===== src/rtl/arp_pkg.sv =====
// arp_pkg: ARP-over-Ethernet field values and byte offsets, shared by the ARP
// receive (learn) path and the ARP transmitter.
package arp_pkg;

    localparam logic [15:0] ETYPE_ARP  = 16'h0806;
    localparam logic [15:0] HTYPE_ETH  = 16'h0001;
    localparam logic [15:0] PTYPE_IPV4 = 16'h0800;
    localparam logic [7:0]  HLEN_ETH   = 8'h06;
    localparam logic [7:0]  PLEN_IPV4  = 8'h04;
    localparam logic [15:0] OP_REQUEST = 16'h0001;
    localparam logic [15:0] OP_REPLY   = 16'h0002;

    // Byte offsets from the first byte of the Ethernet header
    localparam logic [5:0] OFF_ETYPE = 6'd12;
    localparam logic [5:0] OFF_HTYPE = 6'd14;
    localparam logic [5:0] OFF_PTYPE = 6'd16;
    localparam logic [5:0] OFF_HLEN  = 6'd18;
    localparam logic [5:0] OFF_PLEN  = 6'd19;
    localparam logic [5:0] OFF_OPER  = 6'd20;
    localparam logic [5:0] OFF_SHA   = 6'd22;
    localparam logic [5:0] OFF_SPA   = 6'd28;
    localparam logic [5:0] OFF_THA   = 6'd32;
    localparam logic [5:0] OFF_TPA   = 6'd38;
    localparam logic [5:0] OFF_LAST  = 6'd41;
    localparam logic [5:0] IDX_MAX   = 6'd63;

    typedef enum logic [1:0] {ST_RX, ST_SKIP, ST_COMMIT} state_e;

    function automatic logic hdr_byte_ok(input logic [5:0] idx, input logic [7:0] b);
        return idx == OFF_ETYPE         ? b == ETYPE_ARP[15:8]  :
               idx == OFF_ETYPE + 6'd1  ? b == ETYPE_ARP[7:0]   :
               idx == OFF_HTYPE         ? b == HTYPE_ETH[15:8]  :
               idx == OFF_HTYPE + 6'd1  ? b == HTYPE_ETH[7:0]   :
               idx == OFF_PTYPE         ? b == PTYPE_IPV4[15:8] :
               idx == OFF_PTYPE + 6'd1  ? b == PTYPE_IPV4[7:0]  :
               idx == OFF_HLEN          ? b == HLEN_ETH         :
               idx == OFF_PLEN          ? b == PLEN_IPV4        :
               idx == OFF_OPER          ? b == OP_REQUEST[15:8] :
               idx == OFF_OPER + 6'd1   ? (b == OP_REQUEST[7:0] || b == OP_REPLY[7:0]) :
               1'b1;
    endfunction

endpackage


===== src/rtl/sat_counter.sv =====
// sat_counter: up-counter that sticks at all-ones, async active-low clear.
module sat_counter #(
    parameter int W = 16
) (
    input  logic         clk,
    input  logic         rst_n,
    input  logic         inc_i,
    output logic [W-1:0] cnt_o
);

    logic [W-1:0] cnt_q;

    always_ff @(posedge clk or negedge rst_n) begin
        if (!rst_n) cnt_q <= '0;
        else if (inc_i && cnt_q != '1) cnt_q <= cnt_q + 1'b1;
    end

    assign cnt_o = cnt_q;

endmodule


===== src/rtl/arp_learn.sv =====
// arp_learn: parses received ARP frames byte by byte and emits a one-cycle
// cache write of the sender IP/MAC, plus a pulse when a request targets us.
module arp_learn
    import arp_pkg::*;
#(
    parameter int CNT_W = 16
) (
    input  logic             clk,
    input  logic             reset,
    input  logic [7:0]       rx_data,
    input  logic             rx_valid,
    input  logic             rx_last,
    input  logic [31:0]      local_ip,
    output logic [31:0]      ip_o,
    output logic [47:0]      mac_o,
    output logic             wea,
    output logic             req_hit,
    output logic [CNT_W-1:0] ok_cnt,
    output logic [CNT_W-1:0] drop_cnt
);

    state_e      state_q, state_d;
    logic [5:0]  idx_q, idx_d;
    logic [47:0] sha_q, sha_d;
    logic [31:0] spa_q, spa_d;
    logic [31:0] tpa_q, tpa_d;
    logic        op_req_q, op_req_d;
    logic        pass, frame_end, long_enough, learn, hit;

    // Fields are evaluated on their _d values so a frame ending on the last TPA byte sees it
    always_comb begin
        sha_d       = (rx_valid && idx_q >= OFF_SHA && idx_q < OFF_SPA) ? {sha_q[39:0], rx_data} : sha_q;
        spa_d       = (rx_valid && idx_q >= OFF_SPA && idx_q < OFF_THA) ? {spa_q[23:0], rx_data} : spa_q;
        tpa_d       = (rx_valid && idx_q >= OFF_TPA && idx_q <= OFF_LAST) ? {tpa_q[23:0], rx_data} : tpa_q;
        op_req_d    = (rx_valid && idx_q == OFF_OPER + 6'd1) ? rx_data == OP_REQUEST[7:0] : op_req_q;
        pass        = state_q != ST_SKIP && hdr_byte_ok(idx_q, rx_data);
        frame_end   = rx_valid && rx_last;
        long_enough = idx_q >= OFF_LAST;
        hit         = frame_end && pass && long_enough && op_req_d && tpa_d == local_ip;
        learn       = frame_end && pass && long_enough && (!op_req_d || tpa_d == local_ip)
                      && spa_d != '0 && !sha_d[40];
        idx_d       = !rx_valid ? idx_q : rx_last ? 6'd0 : idx_q == IDX_MAX ? idx_q : idx_q + 6'd1;
        state_d     = !rx_valid ? (state_q == ST_COMMIT ? ST_RX : state_q) :
                      learn ? ST_COMMIT : (frame_end || pass) ? ST_RX : ST_SKIP;
    end

    always_ff @(posedge clk or negedge reset) begin
        if (!reset) begin
            state_q  <= ST_RX;
            idx_q    <= '0;
            sha_q    <= '0;
            spa_q    <= '0;
            tpa_q    <= '0;
            op_req_q <= 1'b0;
            wea      <= 1'b0;
            req_hit  <= 1'b0;
            ip_o     <= '0;
            mac_o    <= '0;
        end else begin
            state_q  <= state_d;
            idx_q    <= idx_d;
            sha_q    <= sha_d;
            spa_q    <= spa_d;
            tpa_q    <= tpa_d;
            op_req_q <= op_req_d;
            wea      <= learn;
            req_hit  <= hit;
            if (learn) begin
                ip_o  <= spa_d;
                mac_o <= sha_d;
            end
        end
    end

    sat_counter #(.W(CNT_W)) u_ok_cnt (
        .clk   (clk),
        .rst_n (reset),
        .inc_i (learn),
        .cnt_o (ok_cnt)
    );

    sat_counter #(.W(CNT_W)) u_drop_cnt (
        .clk   (clk),
        .rst_n (reset),
        .inc_i (frame_end && !learn),
        .cnt_o (drop_cnt)
    );

endmodule

===== config.mk =====
export PLATFORM = sky130hd
export DESIGN_NAME = arp_learn
export DESIGN_NICKNAME = d
export VERILOG_FILES = /design/src/rtl/arp_pkg.sv /design/src/rtl/sat_counter.sv /design/src/rtl/arp_learn.sv
export SDC_FILE = /design/constraint.sdc
export NUM_CORES = 1
export LEC_CHECK = 0
export BUFFER_PORTS_ARGS = -buffer_cell sky130_fd_sc_hd__buf_4
export CAP_MARGIN = 10
export CORE_MARGIN = 1.5
export CORE_UTILIZATION = 57
export DETAILED_ROUTE_END_ITERATION = 12
export PLACE_DENSITY = 0.8
export RECOVER_POWER = 100
export SETUP_SLACK_MARGIN = 0.05
export SYNTH_ARGS = -nofsm -noshare
export SYNTH_HDL_FRONTEND = slang
export SYNTH_SLANG_ARGS = --single-unit
export TNS_END_PERCENT = 100

===== constraint.sdc =====
create_clock -name clk -period 4.24 [get_ports clk]
set_input_delay 0 -clock clk [delete_from_list [all_inputs] [get_ports clk]]
set_output_delay 0 -clock clk [all_outputs]
set_load 0.005 [all_outputs]

==> reports/results.tsv, run 1 <==
metric	value	unit
Worst Path Arrival	4370	ps
Slew Limit Fails	97	
Top Ports	158	
simple-gate share of the synthesized area	9.25	%
Syn Inst Count	811	
worst endpoint required time	4650	ps
setup bufs post-CTS	0	
routed wl met2	11200	µm
Yosys Warn Count	0	
die height	138	µm
vias per inst	5.66	
Final Critical Period	3960	ps
RSZ-0062 raised after global routing	false	
Synth area leader	dfrtp_1	
Die Wd	138	µm
Setup-failing EPs final	0	
Top Metal Used	met4	
routed len/inst	18.5	µm
Crit Path Class	register to register	
DRC viols	0	
slowest CP cell	dfrtp_1	
Slowest Stage Delay on Critical Path	450	ps
first-pass GRT wire length	38300	µm
Rel. slew slack	-59.0	%
crit-path cells	inv_1, ha_1, o21bai_1, a211oi_4, buf_4, mux2_2, o22a_1, o211ai_1, nor4_2, o2111a_2, clkbuf_2, nor3_1, mux2_2	
asr flop ratio synth	100	%
vias in the first global route	7331	
drt pass-1 iters	5	
aggregate routed wire length	22800	µm
GRT overflow	0	
Detailed Place HPWL	15900	µm
Final Cycle Share	93.5	%
pin slew with the least headroom to its limit	2380	ps
final hold violations	0	
share of layout cells above drive strength 1	32.8	%
Power Density	377	nW/µm²
Root Buffer	clkbuf_16	
run status	complete, but fails checks	
largest family of logic cells by synthesized area	multiplexers	
Power, Total	4.75	mW
DR WL met3	1420	µm
nets@finish	1036	
# Max-Cap Violations	1	
post-synthesis adder-cell area fraction	0.842	%
H-tree level count	1	
leakage	6.31	nW
Longest Clk Path Bufs	3	
initial antenna violation count	0	
Clock Skew	13.2	ps
TritonCTS Buffers	25	
Diodes inserted	0	
number of core rows	49	
Critical Path End Type	register	
DR vias	6967	
clock tree sinks	235	
Fmax	252	MHz
post-synth top area share	56.5	%
initial core utilization	58.1	%
setup TNS	0	ps
gpl congestion	0.912	
worst slack, placed	383	ps
setup ws final	276	ps
final antenna-violating net count	0	
largest net degree at the start of global routing	99	
most common cell type on the critical path	mux2_2	
core region area	17900	µm²
post-synthesis sequential area ratio	56.5	%
register clock-pin slew on the reported worst setup and hold paths	60	ps
dominant cells by area after synthesis	dfrtp_1, mux2_2, xnor2_1	
Layout fillers	1337	
Synth Area in Compound Gates	4.49	%
maximum VDD drop	306	µV
Layout area overhead	21.1	%
Detailed Route Iter0 Violations	338	
worst-path maximum fanout	17	
Yosys cell types	56	
TritonCTS clock tree	done	
hold crit path type	input pin to register	
Post-synth EDFFs	0	
worst skew pair latency	530	ps
violated checks	capacitance limit, slew limit	
Yosys reg bits	235	
M1 wire length	9810	µm
port bufs	157	
Main synth FF type	dfrtp_1	
full die area	19100	µm²
Syn Area/Cell	12.8	µm²
Post-Syn Nets	862	
Post-Synth XOR/XNOR Area	5.64	%
GRT Overall Usage	24.5	%
Mapped Area	10400	µm²
mux cell area share after synthesis	20.4	%
Worst Setup Start Kind	register	
==> power by group <==
part | switching, mW | total (mW) | internal [mW] | leakage (nW)
registers | 0.0563 | 2.34 | 2.28 | 3.23
clock network | 0.866 | 2.08 | 1.22 | 0.399
logic | 0.184 | 0.328 | 0.145 | 2.68
==> kinds of logic after synthesis <==
family                     after synthesis
and+or+nand+nor                        182
DFF                                    235
AOI/OAI and AO/OA                       66
xor gates and xnor gates                67
buffers and inverters                   65
muxes                                  189
adders and majority gates                7
==> area by class of cell <==
class	instances	area, µm²	area share (%)
repair buffers	182	1290	10.3
clock buffers	38	744	5.91
inverters	30	113	0.894
multi-input cells	511	4220	33.5
flip-flops and latches	235	5880	46.7
well taps	229	287	2.28
clock inverters	7	53.8	0.427
==> critical path: cells and delay by family (launching register included) <==
family | cells | cell delay (ps)
AND/OR/NAND/NOR | 2 | 340
AO/OA/AOI/OAI | 5 | 1320
flip-flops | 1 | 450
multiplexers | 2 | 720
adder cells (fa/ha/maj) | 1 | 310
buffers and inverters | 3 | 690
==> stage by stage <==
| stage | cell area (µm²) | std cells | hold WS, ps | util, % |
|---|---|---|---|---|
| floorplan | 10400 | 811 | -296 | - |
| global placement | 11800 | 1176 | 83.2 | 66.1 |
| detailed placement | 11800 | 1176 | 84.7 | 66.1 |
| CTS | 12700 | 1232 | 124 | 71.2 |
| global route | 12600 | 1232 | 148 | 70.3 |
| finish | 12600 | 1232 | 147 | 70.3 |
==> timing repair <==
| action | CTS | global route |
|---|---|---|
| hold endpoints to repair | 138 | 0 |
| gates resized for setup | 0 | 0 |
| hold buffers | 11 | 0 |
| setup endpoints to repair | 0 | 0 |
==> cell usage after synthesis, drive strengths merged (2+ instances only) <==
cell type	instances
nand4	15
mux2	187
xor2	30
xnor2	37
and4	2
inv	30
and2	2
nand3	20
or3b	2
o2111ai	3
nand2b	5
or3	2
nor4	24
nor2b	10
dfrtp	235
o21ai	17
o22ai	7
a22o	2
ha	7
nand2	40
mux2i	2
o22a	2
a31oi	4
o21bai	2
a222oi	4
o2bb2ai	3
a21oi	12
clkbuf	13
nor3	18
nor2	26
and3	7
buf	22
==> worst paths after layout <==
kind	endpoint	cells past startpoint	startpoint	slack (ps)
setup / recovery	u_drop_cnt.cnt_o[12]	13	idx_q[1]	280
hold / removal	req_hit	5	local_ip[9]	150
setup reg to reg	u_drop_cnt.cnt_o[12]	13	idx_q[1]	280
hold reg to reg	sha_q[42]	1	sha_q[42]	490
max in group asynchronous	mac_o[23]	3	reset	1030
min in group asynchronous	u_drop_cnt.cnt_o[15]	2	reset	700
==> sequential cells by signal, summed over array words and instances, names as in the netlist, 6 cells and up <==
name / cells
ip_o: 32
u_ok_cnt.cnt_o: 16
tpa_q: 32
idx_q: 6
u_drop_cnt.cnt_o: 16
mac_o: 48
spa_q: 32
sha_q: 48
==> layout by cell type, fill, tap and decap left out, types with 10 or more instances in the layout <==
master / instances
dlygate4sd3_1: 11
nor2b_1: 10
clkbuf_4: 91
nor2_1: 26
nor4_1: 23
dfrtp_1: 235
inv_1: 30
nand4_1: 15
nor3_1: 18
xor2_1: 30
nand3_1: 19
o21ai_0: 17
mux2_1: 45
nand2_1: 40
clkbuf_16: 25
buf_4: 47
a21oi_1: 12
mux2_2: 142
xnor2_1: 37
clkbuf_1: 34
==> routing by layer <==
metal  track usage (%)  vias up
met4              5.43        0
met2              40.6      196
met5                 0        -
li1                  -     3240
met3              5.85       35
met1              33.2     3496
Power figures use the tool's default switching activity.
==> run 2, diff against run 1 <==
--- a/config.mk
+++ b/config.mk
@@ -5,12 +5,13 @@
 export SDC_FILE = /design/constraint.sdc
 export NUM_CORES = 1
 export LEC_CHECK = 0
+export ABC_AREA = 1
 export BUFFER_PORTS_ARGS = -buffer_cell sky130_fd_sc_hd__buf_4
 export CAP_MARGIN = 10
 export CORE_MARGIN = 1.5
-export CORE_UTILIZATION = 57
+export CORE_UTILIZATION = 58
 export DETAILED_ROUTE_END_ITERATION = 12
-export PLACE_DENSITY = 0.8
+export PLACE_DENSITY = 0.81
 export RECOVER_POWER = 100
 export SETUP_SLACK_MARGIN = 0.05
 export SYNTH_ARGS = -nofsm -noshare
==> reports/results.tsv, run 2 <==
metric	value	unit	change
share of layout cells above drive strength 1	13.1	%	-20 points
Root Buffer	clkbuf_16		
clock tree sinks	235		unchanged
full die area	19900	µm²	+4.3%
Post-synth EDFFs	0		unchanged
Final Critical Period	3680	ps	-286 ps
RSZ-0062 raised after global routing	false		
vias per inst	5.33		-5.8%
Detailed Route Iter0 Violations	671		+99%
Power Density	400	nW/µm²	+6.0%
GRT Overall Usage	27.1	%	+2.5 points
worst skew pair latency	530	ps	about the same
final hold violations	0		unchanged
Yosys Warn Count	0		unchanged
post-synthesis sequential area ratio	53.2	%	-3.3 points
register clock-pin slew on the reported worst setup and hold paths	70	ps	about the same
# Max-Cap Violations	2		+1
Syn Inst Count	1360		+68%
Yosys cell types	37		-34%
most frequent cells in the layout	nand2_1, dfrtp_1, inv_1, nand3_1, clkbuf_4		
crit-path cells	nand2_1, nor2_2, buf_4, nand2_1, buf_4, nand2_1, nand2_1, nor4_1, nand2_1, nor2_1, a21oi_1, nand3_4, buf_12, nand3_2, nand2_1, nand2_1		
final antenna-violating net count	0		unchanged
Longest Clk Path Bufs	3		unchanged
Mapped Area	11100	µm²	+6.3%
first-pass GRT wire length	43700	µm	+14%
DRC viols	0		unchanged
Regs by FF count	mac_o: 48 flops, sha_q: 48 flops		
Rel. slew slack	-41.0	%	+18 points
TritonCTS clock tree	done		
initial core utilization	59.1	%	+0.99 points
worst endpoint required time	4650	ps	about the same
die height	141	µm	+2.1%
port bufs	157		unchanged
dominant cells by area after synthesis	dfrtp_1, nand2_1, inv_1		
Die Wd	141	µm	+2.1%
Yosys reg bits	235		unchanged
Critical Path End Type	register		
largest net degree at the start of global routing	153		+55%
Slew Limit Fails	179		+85%
worst-path maximum fanout	152		+135
gpl congestion	0.879		-3.7%
violated checks	capacitance limit, slew limit		
Layout fillers	1502		+12%
Crit Path Class	register to register		
pin slew with the least headroom to its limit	2110	ps	-270 ps
Diodes inserted	0		unchanged
Slowest Stage Delay on Critical Path	490	ps	+40 ps
Top Ports	158		unchanged
Final Cycle Share	86.7	%	-6.7 points
number of core rows	50		+2.0%
routed len/inst	15.2	µm	-18%
dpl cell area	12300	µm²	+4.2%
aggregate routed wire length	26800	µm	+17%
Detailed Place HPWL	17500	µm	+9.7%
hold crit path type	input pin to register		
Setup-failing EPs final	0		unchanged
most frequent cells after synthesis	nand2_1, dfrtp_1, inv_1		
initial antenna violation count	0		unchanged
run status	complete, but fails checks		
Synth area leader	dfrtp_1		
setup TNS	0	ps	unchanged
most common cell type on the critical path	nand2_1		
Clock Skew	15.0	ps	+1.73 ps
leakage	7.11	nW	+13%
nets@finish	1563		+51%
setup ws final	562	ps	+286 ps
Fmax	272	MHz	+7.8%
Main synth FF type	dfrtp_1		
asr flop ratio synth	100	%	unchanged
Syn Area/Cell	8.13	µm²	-37%
Worst Setup Start Kind	register		
worst slack, placed	665	ps	+282 ps
drt pass-1 iters	5		unchanged
maximum VDD drop	420	µV	+37%
post-layout instance area	13200	µm²	+4.9%
core region area	18700	µm²	+4.5%
H-tree level count	1		unchanged
most numerous cell in the Yosys netlist	nand2_1		
vias in the first global route	8916		+22%
DR vias	9396		+35%
Worst Path Arrival	4090	ps	-280 ps
Layout area overhead	19.5	%	
post-placement cell count	1707		+45%
commonest non-fill, non-tap cell in the layout	nand2_1		
post-synth top area share	53.2	%	-3.3 points
post-CTS sizing	0		unchanged
Cell Count, Final, Fillers Out	1764		+43%
slowest CP cell	dfrtp_1		
TritonCTS Buffers	25		unchanged
Post-Syn Nets	1411		+64%
GRT overflow	0		unchanged
[run 2: cell count changes after synthesis, moves of 25 or more]
cell	before	now
xnor2_1	37	4
nand3_1	20	109
nor2_1	26	51
nand2_1	40	512
o21ai_1	0	45
inv_1	30	147
o21a_1	1	32
nand3b_1	1	26
mux2_2	187	0
[run 2: final timing paths]
kind	start	end	slack (ps)	cells after the start
setup / recovery	idx_q[2]	u_drop_cnt.cnt_o[8]	560	16
hold / removal	local_ip[15]	req_hit	70	8
setup reg to reg	idx_q[2]	u_drop_cnt.cnt_o[8]	560	16
hold reg to reg	ip_o[26]	ip_o[26]	480	2
max in group asynchronous	reset	mac_o[5]	1250	3
min in group asynchronous	reset	tpa_q[25]	590	2
[run 2: final cells by class]
cell class,count,area (µm²),area share [%]
clock buffer,30,684,5.18
clock inverter,15,199,1.51
inverter,152,571,4.32
multi-input combinational,917,4270,32.3
sequential,235,5880,44.5
tap,234,293,2.22
timing repair buffer,181,1310,9.93
[run 2: cells by family (layout without fill, tap and decap cells)]
group / after synthesis / in the layout / share of synthesized area (%)
adders and majority gates: 7 / 7 / 0.792
DFF: 235 / 235 / 53.2
and+or+nand+nor: 758 / 758 / 29.3
buffers and inverters: 208 / 378 / 8.18
xor gates and xnor gates: 21 / 21 / 1.66
AOI/OAI and AO/OA: 131 / 131 / 6.89
[run 2: metal layers]
metal | up-vias | global-route usage, % | routed length, µm
met5 | - | 0 | 0
met4 | 0 | 6.80 | 473
met3 | 41 | 4.38 | 1350
met2 | 264 | 45.0 | 12800
met1 | 4458 | 37.4 | 12100
li1 | 4633 | - | -
[run 2: critical path: cells and delay by family, from the launching register on]
kind	cells	cell delay, ps
AOI/OAI and AO/OA	1	120
DFF	1	490
buffers and inverters	3	960
and+or+nand+nor	12	1910
[run 2: metrics by stage]
stage | util (%) | hold slack (ps) | power (mW)
6_report | 70.6 | 68.1 | 5.28
5_1_grt | 70.6 | 121 | 5.49
4_1_cts | 71.3 | 58.6 | 5.33
3_5_place_dp | 65.9 | 30.3 | 2.98
3_3_place_gp | 65.9 | 33.3 | 2.96
2_1_floorplan | - | -296 | 2.78
[run 2: timing repair]
action / in CTS / in global routing
buffers inserted: 0 / 0
hold buffers: 12 / 0
hold endpoints to repair: 113 / 0
[run 2: report_power, final]
part	leakage, nW	switching, mW	total [mW]	internal [mW]
Sequential	3.18	0.0817	2.46	2.38
Clock	0.432	0.927	2.33	1.40
Combinational	3.50	0.298	0.492	0.193
Total	7.11	1.31	5.28	3.98
